`src/rtl/note_parser.sv`:
```
// Character-stream to note-index parser: assembles octave/letter/symbol ROM
// addresses into a 6-bit note. Optional error counter under NOTE_PARSER_ERRCNT_EN.
module note_parser #(
  parameter int TIMEOUT  = 0,
  parameter int MAX_NOTE = 63
) (
  input  logic       clk,
  input  logic       reset,
  input  logic [8:0] char_addr,
  input  logic       char_valid,
  output logic       char_ready,
  output logic [5:0] note,
  output logic       note_valid,
  input  logic       note_ready,
  output logic       err
`ifdef NOTE_PARSER_ERRCNT_EN
  ,
  input  logic       err_clear,
  output logic [7:0] err_count
`endif
);

  typedef enum logic [1:0] {
    S_NUM,
    S_LET,
    S_SYM,
    S_OUT
  } state_t;

  localparam int CNT_W = (TIMEOUT > 1) ? $clog2(TIMEOUT + 1) : 1;

  state_t     state_q, state_d;
  logic [2:0] oct_q, oct_d;        // octave 1..6, 0 marks a rest token
  logic [2:0] let_q, let_d;        // letter A..G as 1..7
  logic [5:0] note_q, note_d;
  logic       note_valid_q, note_valid_d;
  logic       err_q, err_d;
  logic [CNT_W-1:0] cnt_q, cnt_d;

  logic       accept;
  logic       is_space, is_hash, is_digit, is_letter;
  logic       hash_ok, in_range, timeout_hit;
  logic [3:0] let_off;
  logic [6:0] oct_base, note_calc;

  assign char_ready = (state_q != S_OUT);
  assign accept     = char_valid && char_ready;

  assign is_space  = (char_addr == 9'h100);
  assign is_hash   = (char_addr == 9'h118);
  assign is_digit  = (char_addr[8:6] == 3'b110) && (char_addr[2:0] == 3'd0) &&
                     (char_addr[5:3] != 3'd0) && (char_addr[5:3] != 3'd7);
  assign is_letter = (char_addr[8:6] == 3'b000) && (char_addr[2:0] == 3'd0) &&
                     (char_addr[5:3] != 3'd0);

  always_comb begin
    case (let_q)
      3'd1:    let_off = 4'd0;
      3'd2:    let_off = 4'd2;
      3'd3:    let_off = 4'd3;
      3'd4:    let_off = 4'd5;
      3'd5:    let_off = 4'd7;
      3'd6:    let_off = 4'd8;
      3'd7:    let_off = 4'd10;
      default: let_off = 4'd0;
    endcase
  end

  // B and E have no sharp; the sum is kept 7 bits wide so overflow past 63 is visible.
  assign hash_ok   = (let_q != 3'd2) && (let_q != 3'd5);
  assign oct_base  = 7'd12 * (7'(oct_q) - 7'd1);
  assign note_calc = oct_base + 7'(let_off) + 7'(is_hash) + 7'd1;
  assign in_range  = !note_calc[6] && (int'(note_calc) <= MAX_NOTE);

  // Idle cycles inside a partial token; never counts in S_NUM or S_OUT.
  always_comb begin
    cnt_d       = '0;
    timeout_hit = 1'b0;
    if ((TIMEOUT > 0) && ((state_q == S_LET) || (state_q == S_SYM)) && !accept) begin
      if (int'(cnt_q) == TIMEOUT - 1) begin
        timeout_hit = 1'b1;
      end else begin
        cnt_d = cnt_q + CNT_W'(1);
      end
    end
  end

  // NOTE: every output of this block gets a default first, so no path infers a latch.
  always_comb begin
    state_d      = state_q;
    oct_d        = oct_q;
    let_d        = let_q;
    note_d       = note_q;
    note_valid_d = note_valid_q;
    err_d        = 1'b0;

    case (state_q)
      S_NUM: begin
        if (accept) begin
          if (is_digit) begin
            oct_d   = char_addr[5:3];
            let_d   = 3'd0;
            state_d = S_LET;
          end else if (is_space) begin
            oct_d   = 3'd0;
            let_d   = 3'd0;
            state_d = S_LET;
          end else begin
            err_d = 1'b1;
          end
        end
      end

      S_LET: begin
        if (accept) begin
          if ((oct_q != 3'd0) && is_letter) begin
            let_d   = char_addr[5:3];
            state_d = S_SYM;
          end else if ((oct_q == 3'd0) && is_space) begin
            state_d = S_SYM;
          end else begin
            err_d = 1'b1;
          end
        end else if (timeout_hit) begin
          err_d = 1'b1;
        end
      end

      S_SYM: begin
        if (accept) begin
          if (oct_q == 3'd0) begin
            if (is_space) begin
              note_d       = 6'd0;
              note_valid_d = 1'b1;
              state_d      = S_OUT;
            end else begin
              err_d = 1'b1;
            end
          end else if ((is_space || (is_hash && hash_ok)) && in_range) begin
            note_d       = note_calc[5:0];
            note_valid_d = 1'b1;
            state_d      = S_OUT;
          end else begin
            err_d = 1'b1;
          end
        end else if (timeout_hit) begin
          err_d = 1'b1;
        end
      end

      S_OUT: begin
        if (note_ready) begin
          note_valid_d = 1'b0;
          state_d      = S_NUM;
        end
      end

      default: state_d = S_NUM;
    endcase

    if (err_d) begin
      state_d = S_NUM;
      oct_d   = 3'd0;
      let_d   = 3'd0;
    end
  end

  // NOTE: sequential state uses non-blocking assignments so all registers update together.
  always_ff @(posedge clk or posedge reset) begin
    if (reset) begin
      state_q      <= S_NUM;
      oct_q        <= 3'd0;
      let_q        <= 3'd0;
      note_q       <= 6'd0;
      note_valid_q <= 1'b0;
      err_q        <= 1'b0;
      cnt_q        <= '0;
    end else begin
      state_q      <= state_d;
      oct_q        <= oct_d;
      let_q        <= let_d;
      note_q       <= note_d;
      note_valid_q <= note_valid_d;
      err_q        <= err_d;
      cnt_q        <= cnt_d;
    end
  end

  assign note       = note_q;
  assign note_valid = note_valid_q;
  assign err        = err_q;

`ifdef NOTE_PARSER_ERRCNT_EN
  logic [7:0] err_count_q;

  always_ff @(posedge clk or posedge reset) begin
    if (reset) begin
      err_count_q <= 8'd0;
    end else if (err_clear) begin
      err_count_q <= 8'd0;
    end else if (err_q && (err_count_q != 8'hFF)) begin
      err_count_q <= err_count_q + 8'd1;
    end
  end

  assign err_count = err_count_q;
`endif

endmodule

```
`config.mk`:
```
export PLATFORM = sky130hd
export DESIGN_NAME = note_parser
export DESIGN_NICKNAME = d
export VERILOG_FILES = /design/src/rtl/note_parser.sv
export SDC_FILE = /design/constraint.sdc
export NUM_CORES = 1
export LEC_CHECK = 0
export ABC_AREA = 1
export BUFFER_PORTS_ARGS = -buffer_cell sky130_fd_sc_hd__buf_2
export CAP_MARGIN = 20
export CORE_AREA = 2 2 62 64
export DETAILED_ROUTE_END_ITERATION = 10
export DIE_AREA = 0 0 64 66
export PLACE_DENSITY_LB_ADDON = 0.05
export SYNTH_ARGS = -nofsm -noshare
export SYNTH_HDL_FRONTEND = slang
export SYNTH_SLANG_ARGS = --single-unit
```
`constraint.sdc`:
```
create_clock -name clk -period 2.2 [get_ports clk]
set_input_delay 0.22 -clock clk [delete_from_list [all_inputs] [get_ports clk]]
set_output_delay 0.22 -clock clk [all_outputs]
set_load 0.005 [all_outputs]
```
==> flow_summary.ini, run 1 <==
[clock_tree]
clock_tree_sinks = 16
cts_made_buffers = 3
clock_path_buffers = 2
cts_tree = yes
cts.htree.levels = 1
cts_clk_pin_slew_worst_paths_ns = 0.10
clk_latency_ns = 0.28
library_cell_used_as_clock_root_buffer = sky130_fd_sc_hd__clkbuf_4

[floorplan]
core_mm2 = 0.00355
floorplan_row_count = 22
floorplan.initialDensity = 0.421
die-area_mm2 = 0.00422
die-height_um = 66
die_w_um = 64
boundaryPins = 22

[setup_path]
timing.critical_path.required_ns = 2.41
timing.critical_path.from = oct_q[0]
reg2reg_from = oct_q[0]
crit_family = simple AND/OR/NAND/NOR gates
critical_path_class = reg -> reg
crit_top_cell = sky130_fd_sc_hd__nand2_1
worstReg2RegEnd = oct_q[2]
timing.critical_path.slowest_stage_cell = sky130_fd_sc_hd__fa_1
worst_ep_arrival_time_ns = 2.58
timing.critical_path.slowest_cell_delay_ns = 0.53
setup.worst_path.start_class = flop
cp_cell_sequence = buf_4 -> fa_1 -> inv_1 -> nor2_2 -> nand2_1 -> nand2_1 -> nand2_1 -> nand2_1 -> nand2_2 -> nand3_4 -> nand3_4 -> nand2_8 -> buf_6 -> nand3_1 -> o21ai_2
worstSetupEndpointType = flop
regToRegSetupSlack_ns = -0.17
critical_path_peak_fanout = 8
crit_buf_inv = 3
rr_worst_depth = 15

[power_and_ir_drop]
power.net_switching_uw = 681
power.ir.vdd_worst_mv = 0.640
power.share.sequential = 0.266
power.static_leakage_nw = 1.01
netSwitchingFraction = 0.458
power_density_over_the_cells_mw_per_mm2 = 752
clockPowerShare = 0.129
p_int_uw = 806
design_power_total_mw = 1.49
pwr-share-comb = 0.605

[global_routing]
groute.usage.overall = 0.186
antenna_found_initial = 0
grt-ovfl-total = 0
grt_first_pass_wirelength_um = 6180
grt_max_degree = 17
grt_pass1_vias = 1434

[timing]
finClkSkew_ns = 0.0111
grt_setup_unrepaired = true
worstMarginPinSlew_ns = 0.614
hold-worst-slack_ns = -0.0115
timing.max_slew.rel_slack = 0.590
period_needed_ns = 2.37
final-hold-violation-count = 9
final_min_period_over_clock_period = 1.08
final.setup.tns_ns = -1.50
post-route-worst-setup-slack_ns = -0.167
fmaxAchievable_mhz = 422
setup_viol_count_final = 13
maxSlewViolCount = 0

[drt]
detail_route.wl_per_cell_um = 11.5
drc = 0
finalWirelength_um = 3460
via_total_after_detailed_routing = 1451
detail_route.iter0.violations = 63
post_drt_via_cell_ratio = 4.84
drt.antenna.violating_nets = 0
drtPass1Iterations = 4

[logic_synthesis]
synth.net_count = 229
async_reset_ff_frac = 1.00
post_synth_instance_area_mm2 = 0.00149
postSynth.topFlopCell = sky130_fd_sc_hd__dfrtp_1
synth_warnings = 0
synth_top_cells_by_area = sky130_fd_sc_hd__dfrtp_1 27%, sky130_fd_sc_hd__nand2_1 13%, sky130_fd_sc_hd__ha_1 10%, sky130_fd_sc_hd__inv_1 7.5%, sky130_fd_sc_hd__o21ai_0 4.4%
syn_area_per_cell_um2 = 7.36
synth-seq-cells = 16
yosys.area.top_type = sky130_fd_sc_hd__dfrtp_1
synth-edff-count = 0
fraction_of_synthesized_cell_area_taken_by_the_top_area_cell_type = 0.268
synth_cell_types = 30
synthesis.instances = 203
ys_seq_area_frac = 0.268

[cells_and_area]
sequential_cell_area_um2 = 402
layout_common_cells = 48 x sky130_fd_sc_hd__nand2_1, 27 x sky130_fd_sc_hd__inv_1, 24 x sky130_fd_sc_hd__buf_4
commonest_non_fill_non_tap_cell_in_the_layout = sky130_fd_sc_hd__nand2_1
multiInputGateArea_mm2 = 0.00106
post-route-cell-area_mm2 = 0.00198
post_route_cells_drive_above_1_share = 0.389
insertedDiodeCount = 0
nNetsFinal = 279
count_of_filler_cells_inserted_in_the_layout = 370
layoutNonFillerInstCount = 300
areaGrowthSynthToFinish_pct = 32.3
finalCoreUtilization = 0.557

[placed_design]
place_hpwl_um = 2940
place_ws_ns = -0.254
placedCellCount = 293
replace_congestion = 0.880
placed_area_mm2 = 0.00186
io_buffer_count = 21

[min_path]
hold_path.class = in -> async

[run]
drv_cap = 0

[run_status]
outcome = finished, violations left
failed_checks = hold timing, setup timing
layout make-up:
class,instances,area share
sequential,16,0.203
inverter,33,0.0639
multi-input combinational,153,0.534
clock buffer,4,0.0184
tap,48,0.0304
timing repair buffer,46,0.150
flip-flops by register name, indices dropped and copies added (netlist names):
register    flops
err             1
let_q           3
note            6
note_valid      1
oct_q           3
state_q         2
cells by family after synthesis:
family / after synthesis / share of synthesized area
AND/OR/NAND/NOR: 104 / 0.376
XOR/XNOR: 3 / 0.0176
buffers and inverters: 34 / 0.0863
AO/OA/AOI/OAI: 32 / 0.131
adder cells (fa/ha/maj): 13 / 0.114
flip-flops: 16 / 0.268
multiplexers: 1 / 0.00670
cell usage after synthesis (all sizes together), types with 3 or more instances:
| library cell | count |
|---|---|
| nand3 | 15 |
| nor3 | 4 |
| inv | 33 |
| nand4 | 5 |
| dfrtp | 16 |
| o21ai | 21 |
| xor2 | 3 |
| nor2 | 18 |
| nand2 | 60 |
| ha | 12 |
| a21oi | 8 |
worst max path at each step:
stage                    end  depth (start not counted)  slack, ns
floorplan           let_q[2]                         18      -0.15
global placement    let_q[2]                         15      -0.19
detailed placement  let_q[2]                         18      -0.25
CTS                 let_q[2]                         18      -0.17
global route        let_q[2]                         15      -0.32
finish              oct_q[2]                         15      -0.17
power groups by stage:
| stage | sequential (mW) | combinational, mW | clock (mW) |
|---|---|---|---|
| finish | 0.395 | 0.899 | 0.192 |
| global route | 0.402 | 1.00 | 0.215 |
| CTS | 0.396 | 0.888 | 0.198 |
| detailed placement | 0.402 | 0.851 | 0 |
| global placement | 0.394 | 0.832 | 0 |
| floorplan | 0.398 | 0.616 | 0 |
per-layer routing:
layer | up-vias | GRT usage | routed length (µm)
met5 | - | 0 | 0
li1 | 754 | - | -
met1 | 682 | 0.221 | 1530
met4 | 0 | 0.0435 | 26
met3 | 2 | 0.0204 | 48
met2 | 13 | 0.355 | 1860
repair_timing:
action	4_1_cts	5_1_grt
pin swaps	13	6
buffers inserted	3	0
resized for setup	15	2
hold buffers	0	0
endpoints found under the setup margin	16	16
No activity file was read; power rests on OpenSTA's default activity.
==> inputs of run 2 (changes only) <==
- PLACE_DENSITY: default -> 0.62
- PLACE_DENSITY_LB_ADDON: 0.05 -> default
- SKIP_LAST_GASP: default -> 1
- clock period: 2.2 -> 2.6 ns (I/O delays scaled with it)
==> run 2 against run 1 <==
Effect of this change: the run now ends clean; sequential power decreased by 14%; clock skew decreased by 0.0070 ns; first-iteration DRC count decreased by 35%; non-clock buffer count decreased by 18; final cell count decreased by 6.0%; design area decreased by 7.7%; clock-buffer cell count unchanged; register-to-register slack improved by 0.26 ns; utilization decreased by 4.3 points; clock power decreased by 11%; sequential cell count unchanged; maximum frequency decreased by 5.5%; critical endpoint is now let_q[2]; largest power group unchanged.
==> flow_summary.ini, run 2 (synthesis gave the netlist of run 1 again) <==
[floorplan]
floorplan.initialDensity = 0.421
die_w_um = 64
boundaryPins = 22
core_mm2 = 0.00355
die-area_mm2 = 0.00422
floorplan_row_count = 22
die-height_um = 66

[timing]
final_min_period_over_clock_period = 0.963
period_needed_ns = 2.50
setup_viol_count_final = 0
maxSlewViolCount = 0
timing.max_slew.rel_slack = 0.542
fmaxAchievable_mhz = 399
finClkSkew_ns = 0.00412
hold-worst-slack_ns = 0.0251
final-hold-violation-count = 0
worstMarginPinSlew_ns = 0.679
post-route-worst-setup-slack_ns = 0.0959
grt_setup_unrepaired = true

[drt]
drtPass1Iterations = 4
finalWirelength_um = 3070
drt.antenna.violating_nets = 0
via_total_after_detailed_routing = 1369
detail_route.iter0.violations = 41
drc = 0
detail_route.wl_per_cell_um = 10.9
post_drt_via_cell_ratio = 4.85

[global_routing]
groute.usage.overall = 0.153
antenna_found_initial = 0
grt_pass1_vias = 1210
grt-ovfl-total = 0
grt_first_pass_wirelength_um = 5160
grt_max_degree = 17

[cells_and_area]
insertedDiodeCount = 0
post_route_cells_drive_above_1_share = 0.325
multiInputGateArea_mm2 = 0.00105
layout_common_cells = 48 x sky130_fd_sc_hd__nand2_1, 27 x sky130_fd_sc_hd__inv_1, 21 x sky130_fd_sc_hd__buf_2
areaGrowthSynthToFinish_pct = 22.1
commonest_non_fill_non_tap_cell_in_the_layout = sky130_fd_sc_hd__nand2_1
sequential_cell_area_um2 = 400
largest_reg_flops = 6
post-route-cell-area_mm2 = 0.00182
finalCoreUtilization = 0.514
nNetsFinal = 261
count_of_filler_cells_inserted_in_the_layout = 348

[placed_design]
place_ws_ns = 0.0735
replace_congestion = 0.926
place_hpwl_um = 2350
io_buffer_count = 21
placed_area_mm2 = 0.00167

[setup_path]
critical_path_peak_fanout = 6
setup.worst_path.start_class = flop
timing.critical_path.slowest_stage_cell = sky130_fd_sc_hd__dfrtp_1
crit_top_cell = sky130_fd_sc_hd__nand2_1
critical_path_class = reg -> reg
crit_buf_inv = 2
timing.critical_path.slowest_cell_delay_ns = 0.44
worstSetupEndpointType = flop
cp_cell_sequence = inv_2 -> ha_4 -> xor2_1 -> ha_1 -> nand2_1 -> inv_2 -> nand3_2 -> nand2_1 -> nand2_1 -> nand2_1 -> nand2_2 -> nand3_4 -> nand3_4 -> nand2_8 -> nand3_4 -> nand3_4 -> nand2_2 -> nand2_1
crit_family = simple AND/OR/NAND/NOR gates
worst_ep_arrival_time_ns = 2.69
timing.critical_path.required_ns = 2.78

[clock_tree]
cts_tree = yes
library_cell_used_as_clock_root_buffer = sky130_fd_sc_hd__clkbuf_4
cts_clk_pin_slew_worst_paths_ns = 0.10
cts.htree.levels = 1
cts_hold_buf = 0
clock_tree_sinks = 16
cts_made_buffers = 3
clk_latency_ns = 0.29
clock_path_buffers = 2

[power_and_ir_drop]
power.ir.vdd_worst_mv = 0.469
power.static_leakage_nw = 0.918
design_power_total_mw = 1.20
power_density_over_the_cells_mw_per_mm2 = 660

[run_status]
outcome = completed

[run]
drv_cap = 0

[min_path]
hold_path.class = in -> async
-- run 2: area by class of cell --
cell class                      count  share of cell area
Multi-Input combinational cell    153               0.573
Sequential cell                    16               0.219
Timing Repair Buffer               28              0.0864
Inverter                           33              0.0679
Tap cell                           48              0.0329
Clock buffer                        4              0.0199
-- run 2: power breakdown --
group          switching (mW)  internal [mW]
registers              0.0454          0.294
logic                   0.432          0.262
clock network          0.0859         0.0852
total                   0.563          0.642
-- run 2: timing repair --
item / 4_1_cts / 5_1_grt
buffers inserted: 0 / 5
setup endpoints to repair: 0 / 9
gates resized for setup: 0 / 17
-- run 2: path summary, 6_finish.rpt --
| path | cells after the start | endpoint | slack [ns] | start |
|---|---|---|---|---|
| setup / recovery | 18 | let_q[2] | 0.1 | oct_q[1] |
| hold / removal | 2 | oct_q[1] | 0.03 | reset |
| setup reg to reg | 18 | let_q[2] | 0.1 | oct_q[1] |
| hold reg to reg | 2 | note[3] | 0.49 | note[3] |
| max in group asynchronous | 2 | note[1] | 2.18 | reset |
| min in group clk | 3 | oct_q[0] | 0.30 | char_addr[3] |
-- run 2: routing by layer --
metal	vias to the layer above	wire, µm	track usage	share of wire
met1	619	1430	0.194	0.46
met3	2	103	0.0170	0.034
li1	721	-	-	-
met2	27	1520	0.262	0.49
met5	-	0	0	0
met4	0	25	0.0652	0.0081
-- run 2: per-stage QoR --
stage,setup TNS (ns),instances
3_5_place_dp,0,273
6_report,0,282
2_1_floorplan,0,203
3_3_place_gp,0,273
5_1_grt,-0.606,282
4_1_cts,0,277
